==> config.mk <==
export PLATFORM = sky130hd
export DESIGN_NAME = reg_trig_seq
export DESIGN_NICKNAME = d
export VERILOG_FILES = /design/src/rtl/reg_trig_seq.sv
export SDC_FILE = /design/constraint.sdc
export NUM_CORES = 1
export LEC_CHECK = 0
export ABC_CLOCK_PERIOD_IN_PS = 4010
export CORE_UTILIZATION = 48
export DETAILED_ROUTE_END_ITERATION = 7
export MAX_ROUTING_LAYER = met4
export PLACE_DENSITY_LB_ADDON = 0.05
export SETUP_SLACK_MARGIN = 0.2
export SYNTH_ARGS = -nofsm -noshare
export SYNTH_HDL_FRONTEND = slang
export SYNTH_SLANG_ARGS = --single-unit
==> constraint.sdc <==
create_clock -name cwusb_clk -period 4.01 [get_ports cwusb_clk]
set_input_delay 0.802 -clock cwusb_clk [delete_from_list [all_inputs] [get_ports cwusb_clk]]
set_output_delay 0.802 -clock cwusb_clk [all_outputs]
set_load 0.01 [all_outputs]
==> src/rtl/reg_trig_seq.sv <==
// rtl/reg_trig_seq.sv - multi-pulse trigger register bank with shadow/active commit and arm/fire/done sequencer
module reg_trig_seq #(
    parameter int          pNUM_CH       = 8,
    parameter int          pDELAY_WIDTH  = 24,
    parameter int          pWIDTH_WIDTH  = 24,
    parameter int          pREARM_WIDTH  = 16,
    parameter int          pBYTECNT_SIZE = 7,
    parameter logic [1:0]  pSELECT       = 2'b11
) (
    input  logic                              cwusb_clk,
    input  logic                              reset_n,
    input  logic [7:0]                        reg_address,
    input  logic [pBYTECNT_SIZE-1:0]          reg_bytecnt,
    input  logic [7:0]                        write_data,
    output logic [7:0]                        read_data,
    input  logic                              reg_read,
    input  logic                              reg_write,
    input  logic                              reg_addrvalid,
    output logic                              selected,
    input  logic                              I_trigger_fire,
    input  logic                              I_trigger_done,
    output logic                              O_arm,
    output logic [pNUM_CH*pDELAY_WIDTH-1:0]   O_trigger_delay,
    output logic [pNUM_CH*pWIDTH_WIDTH-1:0]   O_trigger_width,
    output logic [4:0]                        O_num_triggers
);

    typedef enum logic [2:0] {IDLE = 3'd0, ARMED = 3'd1, RUNNING = 3'd2} state_t;

    state_t                    state;
    logic                      ctrl_rearm;
    logic [7:0]                ch_sel;
    logic [pDELAY_WIDTH-1:0]   shadow_delay [pNUM_CH];
    logic [pWIDTH_WIDTH-1:0]   shadow_width [pNUM_CH];
    logic [4:0]                shadow_num;
    logic [pREARM_WIDTH-1:0]   rearm_count;
    logic [pREARM_WIDTH-1:0]   rearm_left;
    logic                      rearm_active;
    logic                      commit_pending;
    logic [31:0]               event_count;

    logic [4:0]  reg_idx;
    logic        byte0, wr, wr_ctrl, disarm, arm_req, commit_wr, ev_clear;
    logic        fire_evt, done_evt, apply_commit;
    logic [4:0]  num_clamped;
    logic [31:0] sel_delay32, sel_width32, rearm32;
    logic [7:0]  rd_mux;
    logic        unused_addr_bit;

    assign unused_addr_bit = reg_address[7];
    assign selected  = reg_addrvalid & (reg_address[6:5] == pSELECT);
    assign reg_idx   = reg_address[4:0];
    assign byte0     = (reg_bytecnt == '0);
    assign wr        = selected & reg_write;
    assign wr_ctrl   = wr & (reg_idx == 5'h00) & byte0;
    assign disarm    = wr_ctrl & ~write_data[0];
    assign arm_req   = wr_ctrl & write_data[0];
    assign commit_wr = wr_ctrl & write_data[2];
    assign ev_clear  = wr & (reg_idx == 5'h07);

    // A disarm write in the same cycle swallows fire/done so nothing is counted or committed.
    assign fire_evt     = (state == ARMED) & I_trigger_fire & ~disarm;
    assign done_evt     = (state == RUNNING) & I_trigger_done & ~disarm;
    assign apply_commit = (commit_wr | commit_pending) & ((state == IDLE) | done_evt);

    function automatic logic [7:0] get_byte(input logic [31:0] v, input logic [pBYTECNT_SIZE-1:0] idx);
        logic [7:0] r;
        r = 8'h00;
        for (int i = 0; i < 4; i++)
            if (idx == pBYTECNT_SIZE'(i)) r = v[i*8 +: 8];
        return r;
    endfunction

    always_comb begin
        num_clamped = write_data[4:0];
        if (write_data == 8'd0)
            num_clamped = 5'd1;
        else if (write_data > 8'(pNUM_CH))
            num_clamped = 5'(pNUM_CH);

        sel_delay32 = '0;
        sel_width32 = '0;
        for (int k = 0; k < pNUM_CH; k++) begin
            if (ch_sel == 8'(k)) begin
                sel_delay32[pDELAY_WIDTH-1:0] = shadow_delay[k];
                sel_width32[pWIDTH_WIDTH-1:0] = shadow_width[k];
            end
        end
        rearm32 = '0;
        rearm32[pREARM_WIDTH-1:0] = rearm_count;

        rd_mux = 8'h00;
        case (reg_idx)
            5'h00: if (byte0) rd_mux = {6'b0, ctrl_rearm, state != IDLE};
            5'h01: if (byte0) rd_mux = ch_sel;
            5'h02: rd_mux = get_byte(sel_delay32, reg_bytecnt);
            5'h03: rd_mux = get_byte(sel_width32, reg_bytecnt);
            5'h04: if (byte0) rd_mux = {3'b0, shadow_num};
            5'h05: rd_mux = get_byte(rearm32, reg_bytecnt);
            5'h06: if (byte0) rd_mux = {3'b0, commit_pending, rearm_active, state};
            5'h07: rd_mux = get_byte(event_count, reg_bytecnt);
            default: rd_mux = 8'h00;
        endcase
    end

    always_ff @(posedge cwusb_clk or negedge reset_n) begin
        if (!reset_n) begin
            state          <= IDLE;
            O_arm          <= 1'b0;
            rearm_left     <= '0;
            rearm_active   <= 1'b0;
            commit_pending <= 1'b0;
            event_count    <= '0;
        end else begin
            commit_pending <= apply_commit ? 1'b0 : (commit_pending | commit_wr);
            if (ev_clear)
                event_count <= '0;
            else if (fire_evt && event_count != 32'hFFFF_FFFF)
                event_count <= event_count + 32'd1;

            if (disarm) begin
                state <= IDLE;
                O_arm <= 1'b0;
            end else begin
                case (state)
                    IDLE: if (arm_req) begin
                        state        <= ARMED;
                        O_arm        <= 1'b1;
                        rearm_left   <= rearm_count;
                        rearm_active <= 1'b0;
                    end
                    ARMED: if (fire_evt) begin
                        state <= RUNNING;
                        O_arm <= 1'b0;
                    end
                    RUNNING: if (done_evt) begin
                        if (ctrl_rearm && rearm_left != '0) begin
                            state        <= ARMED;
                            O_arm        <= 1'b1;
                            rearm_left   <= rearm_left - 1'b1;
                            rearm_active <= 1'b1;
                        end else begin
                            state <= IDLE;
                        end
                    end
                    default: begin
                        state <= IDLE;
                        O_arm <= 1'b0;
                    end
                endcase
            end
        end
    end

    always_ff @(posedge cwusb_clk or negedge reset_n) begin
        if (!reset_n) begin
            read_data       <= 8'h00;
            ctrl_rearm      <= 1'b0;
            ch_sel          <= 8'h00;
            shadow_num      <= 5'd1;
            rearm_count     <= '0;
            O_trigger_delay <= '0;
            O_trigger_width <= '0;
            O_num_triggers  <= 5'd1;
            for (int k = 0; k < pNUM_CH; k++) begin
                shadow_delay[k] <= '0;
                shadow_width[k] <= '0;
            end
        end else begin
            read_data <= (selected & reg_read) ? rd_mux : 8'h00;
            if (wr) begin
                case (reg_idx)
                    5'h00: if (byte0) ctrl_rearm <= write_data[1];
                    5'h01: if (byte0) ch_sel <= write_data;
                    5'h02: for (int k = 0; k < pNUM_CH; k++)
                        if (ch_sel == 8'(k))
                            for (int b = 0; b < pDELAY_WIDTH; b++)
                                if (reg_bytecnt == pBYTECNT_SIZE'(b / 8))
                                    shadow_delay[k][b] <= write_data[b[2:0]];
                    5'h03: for (int k = 0; k < pNUM_CH; k++)
                        if (ch_sel == 8'(k))
                            for (int b = 0; b < pWIDTH_WIDTH; b++)
                                if (reg_bytecnt == pBYTECNT_SIZE'(b / 8))
                                    shadow_width[k][b] <= write_data[b[2:0]];
                    5'h04: if (byte0) shadow_num <= num_clamped;
                    5'h05: for (int b = 0; b < pREARM_WIDTH; b++)
                        if (reg_bytecnt == pBYTECNT_SIZE'(b / 8))
                            rearm_count[b] <= write_data[b[2:0]];
                    default: ;
                endcase
            end
            // Commit samples the shadow bank as it stood before this edge's writes.
            if (apply_commit) begin
                O_num_triggers <= shadow_num;
                for (int k = 0; k < pNUM_CH; k++) begin
                    O_trigger_delay[k*pDELAY_WIDTH +: pDELAY_WIDTH] <= shadow_delay[k];
                    O_trigger_width[k*pWIDTH_WIDTH +: pWIDTH_WIDTH] <= shadow_width[k];
                end
            end
        end
    end

endmodule

==> results of run 1 <==
[worst max path at each step]
stage                                   end  cells after the start
after floorplan            shadow_delay[43]                      8
after global placement      event_count[11]                      9
after detailed placement  shadow_width[131]                      8
after CTS                      read_data[0]                     10
after global routing           read_data[0]                     10
final                          read_data[0]                     10
[kinds of logic (layout without fill, tap and decap cells)]
group,after synthesis,count (layout)
AND/OR/NAND/NOR,429,429
AO/OA/AOI/OAI,385,385
flip-flops,864,864
multiplexers,846,846
other,0,2
adder cells (fa/ha/maj),2,2
buffers and inverters,191,784
XOR/XNOR,25,25
[per-layer routing]
layer | vias up | wire length [um]
met5 | - | 0
met3 | 220 | 8888
met1 | 13880 | 54420
met4 | 0 | 4466
li1 | 11210 | -
met2 | 1154 | 59280
[flip-flops by register name (all words and copies together), names as in the netlist, 5 cells and up]
signal / flops
rearm_count: 16
O_trigger_width: 192
event_count: 32
ch_sel: 8
O_trigger_delay: 192
O_num_triggers: 5
shadow_width: 192
read_data: 8
rearm_left: 16
shadow_num: 5
shadow_delay: 192
[power by group]
part,switching [mW],total [mW],internal (mW)
clock network,3.62,8.69,5.07
registers,0.0378,8.78,8.75
logic,0.397,0.531,0.134
total,4.05,18.0,14.0
[area by class of cell]
class	instances	area, sq um	share of cell area (%)
Multi-Input combinational cell	1687	14830	31.70
Timing Repair Buffer	604	5893	12.59
Tap cell	1030	1289	2.754
Inverter	12	45.04	0.09626
Sequential cell	864	21630	46.21
Antenna cell	2	5.005	0.01070
Clock buffer	125	2596	5.548
Clock inverter	43	508.0	1.086
[layout by cell type (no fill, tap or decap), types with 10 or more instances in the layout]
cell type and instances:
dfrtp_1 860, mux2_2 823, clkdlybuf4s50_1 418, buf_4 151, nor2_1 118, clkbuf_16 92
nand2_1 81, o21ai_0 67, a21oi_1 62, o22ai_1 57, nor3_1 42, nand3_1 41
a22oi_1 30, buf_12 26, a211oi_1 25, clkinv_2 24, or3_1 21, a221oi_1 20
a22o_1 18, nor2b_1 17, a222oi_1 17, xnor2_1 17, clkbuf_8 17, clkbuf_1 16
mux2i_1 15, nor3_2 13, inv_1 12, nor4_1 12, o211ai_1 11, nand4_1 10
o221ai_1 10
[worst max-delay path: cells and delay by family (launching register included)]
| kind | cells | cell delay (ns) |
|---|---|---|
| buf+inv | 3 | 0.62 |
| simple gates | 3 | 0.64 |
| compound gates | 4 | 1.70 |
| flops | 1 | 0.77 |
[Yosys cell counts (25+ instances only)]
master,number
a211oi_1,25
nor2_1,118
nand3_1,41
dfrtp_1,862
clkbuf_1,97
nand2_1,81
mux2_2,823
nor3_1,43
a22oi_1,30
a21oi_1,62
o22ai_1,57
buf_2,73
o21ai_0,67
[through the flow]
step | setup slack [ns] | utilization [%] | std cells | area (sq um)
after floorplan | 1.051 | - | 2742 | 37240
after global placement | 0.2090 | 57.23 | 4197 | 43690
after detailed placement | 0.2193 | 57.23 | 4197 | 43690
after CTS | 0.3433 | 61.30 | 4365 | 46790
after global routing | 0.2147 | 61.31 | 4367 | 46790
final | 0.1360 | 61.31 | 4367 | 46790
==> out/metrics.sh, run 1 <==
CRIT_SLOWEST_CELL='dfrtp_1'
NFILLCELLS=6032
VDD_DROP_MAX_mV=0.3003
NUMCTSBUFFERS=91
FINAL_NETS=3292
TIGHTEST_SLEW_NS=1.254
MAX_SLEW_MARGIN_PCT=15.87
BUSIEST_LAYER='met2'
AVGVIACOUNTPERCELL=6.059
CRIT_PATH_MAX_INCR_DELAY_NS=0.77
GLOBAL_ROUTE.OVERFLOW_TOTAL=0
CP_DATA_REQUIRED_TIME_NS=4.54
SYNTH-EDFF-COUNT=0
FINALMAXSLEWVIOLATIONS=0
WIRE_PER_INST_UM=29.09
YS_WARN_COUNT=0
DIE_AREA_SQ_UM=78700
GRTUSAGEMET1_PCT=46.32
POST_SYNTH_AND_OR_NAND_NOR_AREA_FRACTION_PCT=6.159
SYNTH_AREA_SQ_UM=37240
CLK_PIN_SLEW_WORST_PATHS_NS=0.07
GLOBAL_ROUTE.USAGE.TOTAL_PCT=33.41
FINAL.SETUP_SKEW_NS=0.03228
RR_STARTPOINT='ch_sel[4]'
DPL.HPWL_UM=91350
FIN_CRIT_SH_PCT=96.61
CTSHOLDBUFFERS=0
SYNTH_COMPOUND_GATE_AREA_SHARE_PCT=7.146
SYNTH_FF_TYPE='dfrtp_1'
WHS_NS=0.1688
HTREE_LEVELS=3
YOSYS.AREA_SHARE.ADDER_PCT=0.06720
YOSYS_REGISTER_BITS=864
LAYOUT_MIN_CYCLE_TIME_NS=3.874
SYNTH_TOP_AREA_SHARE_PCT=57.92
TIMING.FINAL.SETUP_VIOLATIONS=0
ARR_TIME_CRIT_PATH_NS=4.40
DRT_DRC_VIOLATIONS_LEFT=0
MEAN_INSTANCE_SIZE_IN_THE_SYNTHESIZED_NETLIST_SQ_UM=13.58
DRT_PRE_ANTENNA_ITERS=7
TOTAL_POWER_mW=18.00
GRT_ANTENNA_BEFORE_REPAIR=5
FINAL.SETUP.TNS_NS=0
POST_CTS_RESIZED=0
CTS.ROOT.BUFFER_CELL='clkbuf_16'
SYNTH_SEQUENTIAL_AREA_RATIO_PCT=58.07
REGTOREGSETUPSLACK_NS=0.14
CLOCK.FMAX_GHz=0.2581
DIE_HEIGHT_UM=280.5
CLKSINKCOUNT=864
TIMING.CRITICAL_PATH.TO_TYPE='register'
CPMOSTUSEDCELL='buf_4'
RUN_STATUS='finished, final reports clean'
GLOBALROUTEMET2UTIL_PCT=50.51
FINALHOLDVIOLATIONS=0
SYNTHARSTFLOPSHARE_PCT=100.0
POSTSYNTHNETCOUNT=2774
DRT-TOTAL-WL_UM=127100
SYNTH_XOR_AREA_SHARE_PCT=0.5880
PLACEMENT.IO_BUFFERS=427
WORSTREG2REGEND='read_data[0]'
START_UTIL_PCT=48.79
CLKLATENCYLATEPIN_NS=0.66
LAYOUT-DRIVE-GT1-SHARE_PCT=36.46
SYNTHCELLS=2742
POWER.LEAKAGE_nW=21.96
RSZ_0062_RAISED_AFTER_GLOBAL_ROUTING='false'
GRT_FIRST_PASS_WIRELENGTH_UM=185700
HOLD_CLASS='in -> async'
CTS.REPAIR_TIMING.SETUP_BUFFER_COUNT=0
POST_SYNTH_MAIN_AREA_CONTRIBUTORS='dfrtp_1, mux2_2, nor2_1'
DOMINANT_COMBINATIONAL_CELL_FAMILY_BY_AREA_AFTER_SYNTHESIS='multiplexers'
NUM_VIAS=26460
SYNTH_LARGEST_AREA_CELL='dfrtp_1'
CRITICALPATHCATEGORY='reg -> reg'
ANTENNA_VIOLATING_NETS_POST_ROUTE=0
ROW_COUNT=101
CELLPOWERDENSITY_nW_PER_UM2=384.8
TRITONCTS='done'
FLOORPLAN.DIE.WIDTH_UM=280.5
MAX-CAP-VIOLATIONS=0
CORE_AREA_SQ_UM=76330
SYNTH_MUX_AREA_SHARE_PCT=25.77
WORST_PATH_MAXIMUM_FANOUT=11
KIND_OF_START_POINT_OF_THE_CRITICAL_PATH='register'
TIMING.CRITICAL_PATH.FROM='ch_sel[4]'
MAX-CLOCK-PATH-BUFFERS=3
LARGEST_NET_DEGREE_AT_THE_START_OF_GLOBAL_ROUTING=97
LAYOUT-AREA-OVERHEAD-VS-SYNTH_PCT=25.66
TOP_LEVEL_PORTS=429
GRT_PASS1_VIAS=26680
YS_TYPES=76
DRT-INITIAL-DRC-COUNT=2674
CRIT_CHAIN='nor4b_4 -> buf_4 -> a222oi_1 -> nor2_1 -> a2111oi_0 -> buf_4 -> a21oi_1 -> nor4_1 -> o32ai_1 -> buf_4'
R2R.WORST_PATH.CELLS=10
PLACE.GP.CONGESTION=1.007
USE_MET3_PCT=5.038
Power figures use the tool's default switching activity.
==> run 2: changes to the inputs <==
PLACE_DENSITY_LB_ADDON = 0.2   (was 0.05)
==> run 2 against run 1 <==
Clock power up 2.3%; largest cell class unchanged; sequential power about the same; sequential share of layout area grew 0.19 points; worst setup slack better by 0.27 ns; power up 1.1%; worst hold slack worse by 0.057 ns; register-to-register slack improved by 0.27 ns.
==> out/metrics.sh, run 2 (synthesis gave the netlist of run 1 again) <==
RUN_STATUS='finished, final reports clean'
FINALMAXSLEWVIOLATIONS=0
LAYOUT-AREA-OVERHEAD-VS-SYNTH_PCT=25.13
DPL.HPWL_UM=92880
GRT_ANTENNA_BEFORE_REPAIR=5
HTREE_LEVELS=3
FINALHOLDVIOLATIONS=0
TRITONCTS='done'
LARGEST_NET_DEGREE_AT_THE_START_OF_GLOBAL_ROUTING=103
GRTUSAGEMET1_PCT=45.64
TIMING.CRITICAL_PATH.TO_TYPE='register'
AVGVIACOUNTPERCELL=6.187
ROW_COUNT=101
CP_DATA_REQUIRED_TIME_NS=4.52
CELLPOWERDENSITY_nW_PER_UM2=390.6
USE_MET3_PCT=5.771
PLACEMENT.IO_BUFFERS=427
MAX-CLOCK-PATH-BUFFERS=3
CTSHOLDBUFFERS=0
VDD_DROP_MAX_mV=0.3566
DRT-INITIAL-DRC-COUNT=2936
TIMING.FINAL.SETUP_VIOLATIONS=0
WHS_NS=0.1115
TIGHTEST_SLEW_NS=1.061
KIND_OF_START_POINT_OF_THE_CRITICAL_PATH='register'
FLOORPLAN.DIE.WIDTH_UM=280.5
PLACE.GP.CONGESTION=0.9916
NFILLCELLS=5984
BUSIEST_LAYER='met2'
REGTOREGSETUPSLACK_NS=0.41
RSZ_0062_RAISED_AFTER_GLOBAL_ROUTING='false'
POWER.LEAKAGE_nW=21.82
DIE_HEIGHT_UM=280.5
DRT-TOTAL-WL_UM=128200
DIE_AREA_SQ_UM=78700
CTS.REPAIR_TIMING.SETUP_BUFFER_COUNT=0
HOLD_CLASS='in -> async'
FINAL_NETS=3261
DRT_DRC_VIOLATIONS_LEFT=0
NUM_VIAS=26830
DRT_PRE_ANTENNA_ITERS=8
LAYOUT-DRIVE-GT1-SHARE_PCT=35.74
GLOBAL_ROUTE.OVERFLOW_TOTAL=0
CPMOSTUSEDCELL='buf_4'
LAYOUT_MIN_CYCLE_TIME_NS=3.602
CRITICALPATHCATEGORY='reg -> reg'
WORST_PATH_MAXIMUM_FANOUT=10
CLOCK.FMAX_GHz=0.2776
CTS.ROOT.BUFFER_CELL='clkbuf_16'
GRT_FIRST_PASS_WIRELENGTH_UM=187800
MAX-CAP-VIOLATIONS=0
FINAL.SETUP.TNS_NS=0
GLOBAL_ROUTE.USAGE.TOTAL_PCT=33.62
ARR_TIME_CRIT_PATH_NS=4.11
CLKLATENCYLATEPIN_NS=0.67
CRIT_CHAIN='nor4b_2 -> buf_4 -> nand2_1 -> buf_4 -> o22ai_1 -> nor3_1 -> a21oi_1 -> nor4bb_1 -> o32ai_1'
REGAREA_SQ_UM=21630
FINAL.SETUP_SKEW_NS=0.02142
LAYOUT_COMMON_CELLS='dfrtp_1, mux2_2, clkdlybuf4s50_1'
CLK_PIN_SLEW_WORST_PATHS_NS=0.06
TOP_LEVEL_PORTS=429
MOSTFREQUENTLAYOUTCELL='dfrtp_1'
GRT_PASS1_VIAS=27300
CRIT_PATH_MAX_INCR_DELAY_NS=0.76
TOTAL_POWER_mW=18.20
FIN_CRIT_SH_PCT=89.83
CLKSINKCOUNT=864
POST_CTS_RESIZED=0
WIRE_PER_INST_UM=29.57
CP_TOP_FAMILY='simple AND/OR/NAND/NOR gates'
START_UTIL_PCT=48.79
CORE_AREA_SQ_UM=76330
CP.BUFFERS_INVERTERS=2
NUMCTSBUFFERS=90
COMBINED_AREA_OF_THE_MULTI_INPUT_LOGIC_CELLS_SQ_UM=14830
ANTENNA_VIOLATING_NETS_POST_ROUTE=0
CRIT_SLOWEST_CELL='nor4b_2'
GLOBALROUTEMET2UTIL_PCT=50.98
MAX_SLEW_MARGIN_PCT=29.24
[run 2: cell types whose count changed in the layout (fill, tap and decap cells not counted)]
cell | before | now
buf_12 | 26 | 23
buf_2 | 8 | 9
buf_4 | 151 | 123
bufinv_16 | 8 | 10
clkbuf_1 | 16 | 20
clkbuf_16 | 92 | 90
clkbuf_8 | 17 | 25
clkinv_16 | 2 | 1
clkinv_2 | 24 | 11
clkinv_8 | 2 | 3
clkinvlp_4 | 5 | 4
inv_16 | 0 | 1
[run 2: metrics by stage]
stage	std cells	util (%)	setup WS, ns	cell area, sq um
finish	4336	61.05	0.4079	46600
global route	4336	61.05	0.3687	46600
CTS	4333	61.04	0.5511	46590
detailed placement	4166	56.88	0.1110	43420
global placement	4166	56.88	0.1696	43420
floorplan	2742	-	1.051	37240
[run 2: worst reg2reg max path, delay by kind of cell, from the launching register on]
kind	cells	cell delay, ns
compound gates	3	0.76
flops	1	0.52
buf+inv	2	0.62
simple gates	4	1.54
[run 2: power by group]
group	switching, mW	internal (mW)	total, mW
clock network	3.62	5.28	8.89
registers	0.0397	8.75	8.79
logic	0.393	0.129	0.522
total	4.05	14.2	18.2
[run 2: path summary, 6_finish.rpt]
kind | startpoint | cells past startpoint | endpoint
worst max-delay path | ch_sel[5] | 9 | read_data[2]
worst min-delay path | reset_n | 1 | event_count[18]
worst max register to register | ch_sel[5] | 9 | read_data[2]
worst min register to register | O_trigger_width[160] | 1 | O_trigger_width[160]
max in group asynchronous | reset_n | 2 | shadow_delay[164]
min in group cwusb_clk | O_trigger_width[160] | 1 | O_trigger_width[160]
[run 2: routing by layer]
metal / part of all wire [%] / vias up
met3: 8.3 / 288
met1: 42 / 14070
li1: - / 11130
met2: 46 / 1337
met5: 0 / -
met4: 3.9 / 0
[run 2: layout make-up]
type	count	area share [%]
Sequential cell	864	46.41
Timing Repair Buffer	574	12.08
Clock inverter	32	1.077
Inverter	12	0.09666
Clock buffer	135	5.733
Tap cell	1030	2.766
Multi-Input combinational cell	1687	31.83
Antenna cell	2	0.01074
